`src/rtl/hub75_row_capture_if.sv`:
```
// hub75_row_capture_if: panel pin bundle (driver side = master) plus captured-row results.
interface hub75_row_capture_if #(
  parameter int COLS   = 32,
  parameter int PLANES = 4,
  parameter int ADDR_W = 4
);
  logic [2:0]               rgb_top;
  logic [2:0]               rgb_bot;
  logic [ADDR_W-1:0]        addr_in;
  logic                     oe_in;
  logic                     le_in;
  logic                     row_valid;
  logic [ADDR_W-1:0]        row_addr;
  logic [COLS*3*PLANES-1:0] row_top;
  logic [COLS*3*PLANES-1:0] row_bot;
  logic                     err_len;
  logic                     err_addr;
  logic                     err_oe;
  logic [15:0]              row_cnt;
  logic [15:0]              err_cnt;
  modport master (
    output rgb_top, rgb_bot, addr_in, oe_in, le_in,
    input  row_valid, row_addr, row_top, row_bot, err_len, err_addr, err_oe, row_cnt, err_cnt
  );
  modport slave (
    input  rgb_top, rgb_bot, addr_in, oe_in, le_in,
    output row_valid, row_addr, row_top, row_bot, err_len, err_addr, err_oe, row_cnt, err_cnt
  );
endinterface

```
`src/rtl/hub75_row_capture.sv`:
```
// hub75_row_capture: HUB75 receiver assembling PLANES latched bit-planes into a pixel row.
// Optional HUB75_ROW_CAPTURE_STATS_EN builds saturating row/fault counters.
module hub75_row_capture #(
  parameter int COLS   = 32,
  parameter int PLANES = 4,
  parameter int ADDR_W = 4
) (
  input logic bclk,
  input logic n_reset,
  hub75_row_capture_if.slave bus
);
  localparam int W  = COLS * 3 * PLANES;
  localparam int BW = $clog2(COLS + 2);
  localparam int PW = PLANES > 1 ? $clog2(PLANES) : 1;
  localparam logic [BW-1:0] cnt_full = BW'(COLS);
  localparam logic [BW-1:0] cnt_sat  = BW'(COLS + 1);
  localparam logic [PW-1:0] last     = PW'(PLANES - 1);

  logic [COLS-1:0]   sr [6];
  logic [COLS-1:0]   store [PLANES][6];
  logic [BW-1:0]     bit_cnt;
  logic [PW-1:0]     plane_idx;
  logic [ADDR_W-1:0] cur_addr;
  logic              le_q;
  logic              latch;
  logic              mis;
  logic [PW-1:0]     p_eff;
  logic [5:0]        bits;
  logic [W-1:0]      next_top;
  logic [W-1:0]      next_bot;

  assign bits  = {bus.rgb_bot, bus.rgb_top};
  assign latch = bus.le_in & ~le_q;
  assign mis   = plane_idx != '0 && bus.addr_in != cur_addr;
  assign p_eff = mis ? '0 : plane_idx;

  // the final plane is taken straight from the shift regs so the row is out 1 cycle after its latch
  always_comb begin
    next_top = '0;
    next_bot = '0;
    for (int p = 0; p < PLANES; p++)
      for (int c = 0; c < COLS; c++)
        for (int ch = 0; ch < 3; ch++) begin
          next_top[(c*3+ch)*PLANES+p] = (p == PLANES - 1) ? sr[ch][c]   : store[p][ch][c];
          next_bot[(c*3+ch)*PLANES+p] = (p == PLANES - 1) ? sr[ch+3][c] : store[p][ch+3][c];
        end
  end

  always_ff @(posedge bclk) begin
    if (!n_reset) begin
      for (int ch = 0; ch < 6; ch++) sr[ch] <= '0;
      for (int p = 0; p < PLANES; p++)
        for (int ch = 0; ch < 6; ch++) store[p][ch] <= '0;
      bit_cnt       <= '0;
      plane_idx     <= '0;
      cur_addr      <= '0;
      le_q          <= 1'b0;
      bus.row_valid <= 1'b0;
      bus.row_addr  <= '0;
      bus.row_top   <= '0;
      bus.row_bot   <= '0;
      bus.err_len   <= 1'b0;
      bus.err_addr  <= 1'b0;
      bus.err_oe    <= 1'b0;
    end else begin
      le_q          <= bus.le_in;
      bus.row_valid <= 1'b0;
      bus.err_len   <= 1'b0;
      bus.err_addr  <= 1'b0;
      bus.err_oe    <= 1'b0;
      if (!bus.le_in) begin
        for (int ch = 0; ch < 6; ch++) sr[ch] <= {sr[ch][COLS-2:0], bits[ch]};
        if (bit_cnt != cnt_sat) bit_cnt <= bit_cnt + 1'b1;
      end else begin
        bit_cnt <= '0;
        if (latch) begin
          bus.err_len  <= bit_cnt != cnt_full;
          bus.err_oe   <= ~bus.oe_in;
          bus.err_addr <= mis;
          if (p_eff == '0) cur_addr <= bus.addr_in;
          for (int ch = 0; ch < 6; ch++) store[p_eff][ch] <= sr[ch];
          if (p_eff == last) begin
            bus.row_valid <= 1'b1;
            bus.row_addr  <= bus.addr_in;
            bus.row_top   <= next_top;
            bus.row_bot   <= next_bot;
            plane_idx     <= '0;
          end else begin
            plane_idx <= p_eff + 1'b1;
          end
        end
      end
    end
  end

`ifdef HUB75_ROW_CAPTURE_STATS_EN
  always_ff @(posedge bclk) begin
    if (!n_reset) begin
      bus.row_cnt <= '0;
      bus.err_cnt <= '0;
    end else begin
      if (bus.row_valid && bus.row_cnt != 16'hFFFF) bus.row_cnt <= bus.row_cnt + 16'd1;
      if ((bus.err_len | bus.err_addr | bus.err_oe) && bus.err_cnt != 16'hFFFF)
        bus.err_cnt <= bus.err_cnt + 16'd1;
    end
  end
`else
  assign bus.row_cnt = '0;
  assign bus.err_cnt = '0;
`endif
endmodule

```
`src/flat_wrapper.sv`:
```
// flat-port wrapper written by rule: the top's interface ports become plain ports
module hub75_row_capture_flat 
#(
  parameter int COLS   = 32,
  parameter int PLANES = 4,
  parameter int ADDR_W = 4
)
  (bclk, n_reset, bus_rgb_top, bus_rgb_bot, bus_addr_in, bus_oe_in, bus_le_in, bus_row_valid, bus_row_addr, bus_row_top, bus_row_bot, bus_err_len, bus_err_addr, bus_err_oe, bus_row_cnt, bus_err_cnt);
  hub75_row_capture_if #(.COLS(COLS), .PLANES(PLANES), .ADDR_W(ADDR_W)) bus_i ();
  input logic bclk;
  input logic n_reset;
  input wire logic [$bits(bus_i.rgb_top)-1:0] bus_rgb_top;
  input wire logic [$bits(bus_i.rgb_bot)-1:0] bus_rgb_bot;
  input wire logic [$bits(bus_i.addr_in)-1:0] bus_addr_in;
  input wire logic [$bits(bus_i.oe_in)-1:0] bus_oe_in;
  input wire logic [$bits(bus_i.le_in)-1:0] bus_le_in;
  output wire logic [$bits(bus_i.row_valid)-1:0] bus_row_valid;
  output wire logic [$bits(bus_i.row_addr)-1:0] bus_row_addr;
  output wire logic [$bits(bus_i.row_top)-1:0] bus_row_top;
  output wire logic [$bits(bus_i.row_bot)-1:0] bus_row_bot;
  output wire logic [$bits(bus_i.err_len)-1:0] bus_err_len;
  output wire logic [$bits(bus_i.err_addr)-1:0] bus_err_addr;
  output wire logic [$bits(bus_i.err_oe)-1:0] bus_err_oe;
  output wire logic [$bits(bus_i.row_cnt)-1:0] bus_row_cnt;
  output wire logic [$bits(bus_i.err_cnt)-1:0] bus_err_cnt;
  assign bus_i.rgb_top = bus_rgb_top;
  assign bus_i.rgb_bot = bus_rgb_bot;
  assign bus_i.addr_in = bus_addr_in;
  assign bus_i.oe_in = bus_oe_in;
  assign bus_i.le_in = bus_le_in;
  assign bus_row_valid = bus_i.row_valid;
  assign bus_row_addr = bus_i.row_addr;
  assign bus_row_top = bus_i.row_top;
  assign bus_row_bot = bus_i.row_bot;
  assign bus_err_len = bus_i.err_len;
  assign bus_err_addr = bus_i.err_addr;
  assign bus_err_oe = bus_i.err_oe;
  assign bus_row_cnt = bus_i.row_cnt;
  assign bus_err_cnt = bus_i.err_cnt;
  hub75_row_capture #(.COLS(COLS), .PLANES(PLANES), .ADDR_W(ADDR_W)) u_core (.bclk(bclk), .n_reset(n_reset), .bus(bus_i));
endmodule
```
`config.mk`:
```
export PLATFORM = sky130hd
export DESIGN_NAME = hub75_row_capture_flat
export DESIGN_NICKNAME = d
export VERILOG_FILES = /design/src/rtl/hub75_row_capture_if.sv /design/src/rtl/hub75_row_capture.sv /design/src/flat_wrapper.sv
export SDC_FILE = /design/constraint.sdc
export NUM_CORES = 2
export LEC_CHECK = 0
export BUFFER_PORTS_ARGS = -buffer_cell sky130_fd_sc_hd__buf_2
export CORE_MARGIN = 2
export CORE_UTILIZATION = 50
export CTS_BUF_LIST = sky130_fd_sc_hd__clkbuf_8 sky130_fd_sc_hd__clkbuf_16
export DETAILED_ROUTE_END_ITERATION = 12
export PLACE_DENSITY_LB_ADDON = 0.15
export SETUP_SLACK_MARGIN = 0.5
export SYNTH_ARGS = -nofsm -noshare
export SYNTH_HDL_FRONTEND = slang
export SYNTH_SLANG_ARGS = --single-unit
```
`constraint.sdc`:
```
create_clock -name bclk -period 12.55 [get_ports bclk]
set_input_delay 3.1375 -clock bclk [delete_from_list [all_inputs] [get_ports bclk]]
set_output_delay 3.1375 -clock bclk [all_outputs]
set_load 0.02 [all_outputs]
```
**Word-level counts from Yosys, hierarchy flattened**

Memory sizes are Yosys's and may differ from the RTL's. A register that Yosys moved wholly into a read port is not among the register bits.
Cells that the tools add are included.

- Mux-type cells: 20
- Add/subtract/negate cells: 2
- Bitwise logic cells: 10
- Reductions and logical operators: 12
- Eq/ne operators: 4

Operators by type and width:

| cell | number |
|---|---|
| 192-bit two-way mux | 1 |
| 32-bit two-way mux | 6 |
| 192-bit OR reduction | 1 |
| 6-bit != test, second input constant | 2 |
| 1-bit two-way mux | 10 |
| 3-bit AND reduction | 3 |
| 6-bit by 1-bit adder with 6-bit output, second input constant | 1 |
| 2-bit two-way mux | 3 |
| 1-bit bitwise OR | 6 |
| 4-bit != test | 1 |
| 1-bit logical NOT | 3 |
| 1-bit inverter | 3 |
| 2-bit by 1-bit adder with 2-bit output, second input constant | 1 |
| 2-bit equality test, second input constant | 1 |
| 2-bit logical NOT | 1 |
| 2-bit AND reduction | 1 |
| 2-bit nonzero test | 1 |
| 2-bit OR reduction | 1 |
| 1-bit AND | 1 |
| 1-bit logical AND | 1 |

- Output and inout bits: 808
- Memories: 2
- Bits of input ports: 14
- Bits in writable memories: 960
- Bits in registers: 789
- Logic and storage cells: 61

Memory list:

| name | words | width | rd ports | clocked after Yosys merged registers in | write ports | line | text |
|---|---|---|---|---|---|---|---|
| u_core.store | 4 | 192 | 3 | 3 | 4 | hub75_row_capture.sv:20 | `logic [COLS-1:0] store [PLANES][6];` |
| u_core.sr | 6 | 32 | 6 | 0 | 6 | hub75_row_capture.sv:19 | `logic [COLS-1:0] sr [6];` |

**Depth between registers and ports, before layout**

- Depth in word-level cells: 8
- Mapped depth: 10
- Gate-level depth less buffers: 7

**Worst setup path before layout**

Ideal clock, no wire load.

- Kind: input to register
- From: in n_reset
- To: mem u_core.store[1][0] (netlist name), enable pin
- Data arrival time: 12.554 ns
- Data required time: 11.963 ns
- Stages: 6
- Setup time: 0.587 ns
- Path buffers: 2
- Slack: -0.591 ns
- Cell sequence: clkbuf_1 nand2_1 nor3_1 and3_2 buf_2 nand2b_1

RTL lines:

| element | line | text |
|---|---|---|
| start: declaration | flat_wrapper.sv:11 | `input logic n_reset;` |
| end: declaration | hub75_row_capture.sv:20 |  |

**Final worst setup path**

- From: in bus_addr_in[1]
- To: reg u_core.bus.row_bot[225] (read register of u_core.store)

- Cells in the longest elaborated chain, start to end: 5

RTL lines:

| element | line | text |
|---|---|---|
| start: declaration | flat_wrapper.sv:14 | `input wire logic [$bits(bus_i.addr_in)-1:0] bus_addr_in;` |
| 4-bit != test | hub75_row_capture.sv:34 | `assign mis = plane_idx != '0 && bus.addr_in != cur_addr;` |
| 1-bit logical AND | hub75_row_capture.sv:34 |  |
| 2-bit two-way mux | hub75_row_capture.sv:35 | `assign p_eff = mis ? '0 : plane_idx;` |
| 2-bit equality test | hub75_row_capture.sv:82 | `if (p_eff == last) begin` |
| 3-bit AND reduction (no line) | n/a |  |
| end: declaration | hub75_row_capture_if.sv:27 | `output row_valid, row_addr, row_top, row_bot, err_len, err_addr, err_oe, row_cnt, err_cnt` |

Every way passes these cells.
A chain may end at the register's enable or synchronous reset.

==> impl_metrics.py <==
metrics = {
    "cts": {
        "cts.reportedPaths.clkPinSlew_ns": 0.06,
        "cts_tree": "done",
        "postCtsSetupBuffers": 0,
        "hold_buffers": 0,
        "cts_buffers": 159,
        "clock_latency_ns": 0.75,
        "cts_root_buffer": "clkbuf_16",
        "cts_sinks": 1557,
        "ctsResizeCount": 0,
        "htreeDepth": 4,
        "clk_path_buf_depth": 3,
    },
    "worst_hold_path": {
        "timing.hold.worst_path_depth": 2,
        "hold_path.class": "reg -> reg",
        "min_from": "u_core.bus.row_top[347]",
    },
    "yosys": {
        "yosysTopAreaCell": "edfxtp_1",
        "synth.top_cell.area_share": 0.3809,
        "synthCells": 5082,
        "synthTopCellsByArea": "edfxtp_1 38%, dfxtp_1 26%, mux2i_1 13%",
        "synth_edf_count": 768,
        "ys_ff_latch": 1557,
        "synthArstFlopShare": 0,
        "synth.cell_area_sq_um": 60550,
        "avgSynthCellArea_sq_um": 11.92,
        "ys_seq_area_frac": 0.6417,
        "yosysWarningCount": 0,
        "synth-main-ff-cell": "dfxtp_1",
        "synth.distinct_cells": 30,
    },
    "placed_design": {
        "place_area_sq_um": 64180,
        "place_congestion": 0.8073,
        "post-dp-hpwl_um": 96720,
        "io_buffers": 789,
    },
    "floorplanning": {
        "core_area_sq_um": 120000,
        "die_h_um": 352.0,
        "fp.dieW_um": 352.0,
        "initial_core_util": 0.5047,
        "io_pins": 822,
        "dieArea_sq_um": 123900,
        "rows": 127,
    },
    "critical_path": {
        "reg2reg_depth": 6,
        "required_ns": 13.21,
        "slowest_delay_ns": 0.95,
        "critPathArrivalTime_ns": 6.97,
        "crit_fanout": 60,
        "cp-end-kind": "flip-flop",
        "slowest_stage": "buf_4",
        "startpoint": "bus_addr_in[1]",
        "r2r_start": "u_core.cur_addr[1]",
        "criticalPathCategory": "in -> reg",
        "path_cells": "buf_2, xor2_1, nor4_4, and4_4, buf_4, buf_4, mux2i_1",
        "crit_top_cell": "buf_4",
        "critPathLaunchType": "input pin",
    },
    "flow_run": {
        "drv_cap": 0,
    },
    "pwr": {
        "power.leakage_nw": 27.49,
        "combPwrFrac": 0.026,
        "power.share.sequential": 0.534,
        "netSwitchingFraction": 0.2177,
        "p_switching_w": 0.002263,
        "p_per_area_nw_per_um2": 150.1,
        "p_total_w": 0.01040,
        "p_int_w": 0.008132,
        "clkPwrFrac": 0.440,
        "peakVddDrop_uv": 127.9,
    },
    "route": {
        "drt-initial-drc-count": 2986,
        "num_vias": 37824,
        "wl_per_cell_um": 20.75,
        "via_per_inst": 5.059,
        "ant_nets": 0,
        "first_pass_iters": 5,
        "post-route-drc-count": 0,
        "postRouteWirelength_um": 155100,
    },
    "global_route": {
        "grt.total_usage": 0.2437,
        "overflow": 0,
        "use_met1": 0.3274,
        "grt_pass1_vias": 36497,
        "antenna_found_initial": 1,
        "top_usage_layer": "met2",
        "grt.met3_usage": 0.04316,
        "met2_usage": 0.3874,
        "grt_max_degree": 221,
        "grt_pass1_wl_um": 231100,
    },
    "sta": {
        "setup_viol": 0,
        "finalMaxSlewViolations": 0,
        "worstMarginPinSlew_ns": 1.204,
        "max_clock_freq_mhz": 158.6,
        "fin_crit_sh": 0.5026,
        "max_slew_margin": 0.1976,
        "finalHoldViolCount": 0,
        "hold_slack_ns": 0.4515,
        "period_needed_ns": 6.307,
        "grt_setup_unrepaired": "no",
        "fin_skew_ns": 0.01955,
        "tns_ns": 0,
    },
    "final_layout": {
        "antenna_cells": 0,
        "design_area_sq_um": 69260,
        "final_nets": 5749,
        "area_delta_synth_final_pct": 14.38,
        "drive_gt1_frac": 0.1830,
        "utilization": 0.5773,
    },
    "status": {
        "status": "finished, final reports clean",
    },
}
cells in the final DEF, fill, tap and decap left out, drive strengths merged:
master,n
nand2,1552
buf,832
dfxtp,789
mux2i,773
and2,769
edfxtp,768
clkbuf,188
inv,66
clkinv,39
conb,32
nor2,8
xor2,6
ha,5
bufinv,5
nor2b,5
a22o,4
nand3,3
xnor2,3
nand2b,3
nor3,2
and3,2
a21oi,2
clkinvlp,2
nor4,1
a21boi,1
and4,1
nor4b,1
o21ai,1
a31oi,1
Yosys cell counts, types with 2 or more instances:
cell type  count
a21oi_1        2
a22o_1         3
and2_1       769
buf_12        86
buf_2          2
buf_4         32
clkbuf_1     256
dfxtp_1      789
edfxtp_1     768
ha_1           5
inv_1          5
mux2i_1      773
nand2_1     1552
nand2b_1       3
nand3_1        3
nor2_1         8
nor2b_1        5
nor3_1         2
xnor2_1        3
xor2_1         6
per-layer routing:
layer,vias to the layer above,routed length (um)
met5,-,0
met4,0,6629
met3,253,8832
met2,1066,72000
met1,18495,67640
li1,18010,-
power by group through the flow:
stage / sequential [W] / combinational (W) / clock (W)
floorplan: 0.00563 / 0.000198 / 0
global placement: 0.00566 / 0.000270 / 0
detailed placement: 0.00566 / 0.000274 / 0
CTS: 0.00556 / 0.000274 / 0.00466
global route: 0.00557 / 0.000299 / 0.00484
finish: 0.00555 / 0.000268 / 0.00457
flip-flops by register name, summed over array words and instances, names as in the netlist:
register / count
u_core.bus.err_oe: 1
u_core.le_q: 1
u_core.plane_idx: 2
u_core.cur_addr: 4
u_core.bus.row_top: 384
u_core.sr: 192
u_core.bus.row_valid: 1
u_core.bus.row_addr: 4
u_core.bus.err_len: 1
u_core.store: 576
u_core.bit_cnt: 6
u_core.bus.row_bot: 384
u_core.bus.err_addr: 1
final timing paths:
check / to / slack (ns)
max reg2reg: u_core.bus.row_bot[225] / 8.49
min: u_core.bus.row_top[347] / 0.45
min reg2reg: u_core.bus.row_top[347] / 0.45
max: u_core.bus.row_bot[225] / 6.24
critical path, delay by kind of cell:
kind	cells	cell delay (ns)
mux	1	0.28
xor+xnor	1	0.19
buf+inv	3	1.98
simple gates	2	1.26
per-stage QoR:
stage	std cells	setup slack, ns
floorplan	5113	1.732
global placement	7181	5.484
finish	7476	6.243
CTS	7476	6.239
detailed placement	7181	5.436
global route	7476	6.033
area by class of cell:
class	instances	area [sq um]
Multi-Input combinational cell	3175	18910
Timing Repair Buffer	832	4369
Sequential cell	1557	38860
Fill cell	10114	50710
Clock inverter	107	640.6
Tap cell	1612	2017
Clock buffer	188	4446
Inverter	5	26.28
logic make-up (layout without fill, tap and decap cells):
kind of cell	count (synthesis)	in the layout	synth area share
and+or+nand+nor	2347	2347	0.1783
DFF	1557	1557	0.6417
muxes	773	773	0.1278
buffers and inverters	381	1132	0.04874
AOI/OAI and AO/OA	9	9	0.001075
xor gates and xnor gates	9	9	0.001302
adders and majority gates	5	5	0.001033
other	1	32	0.00006193
Note: power is estimated with default switching activity, not from simulation.
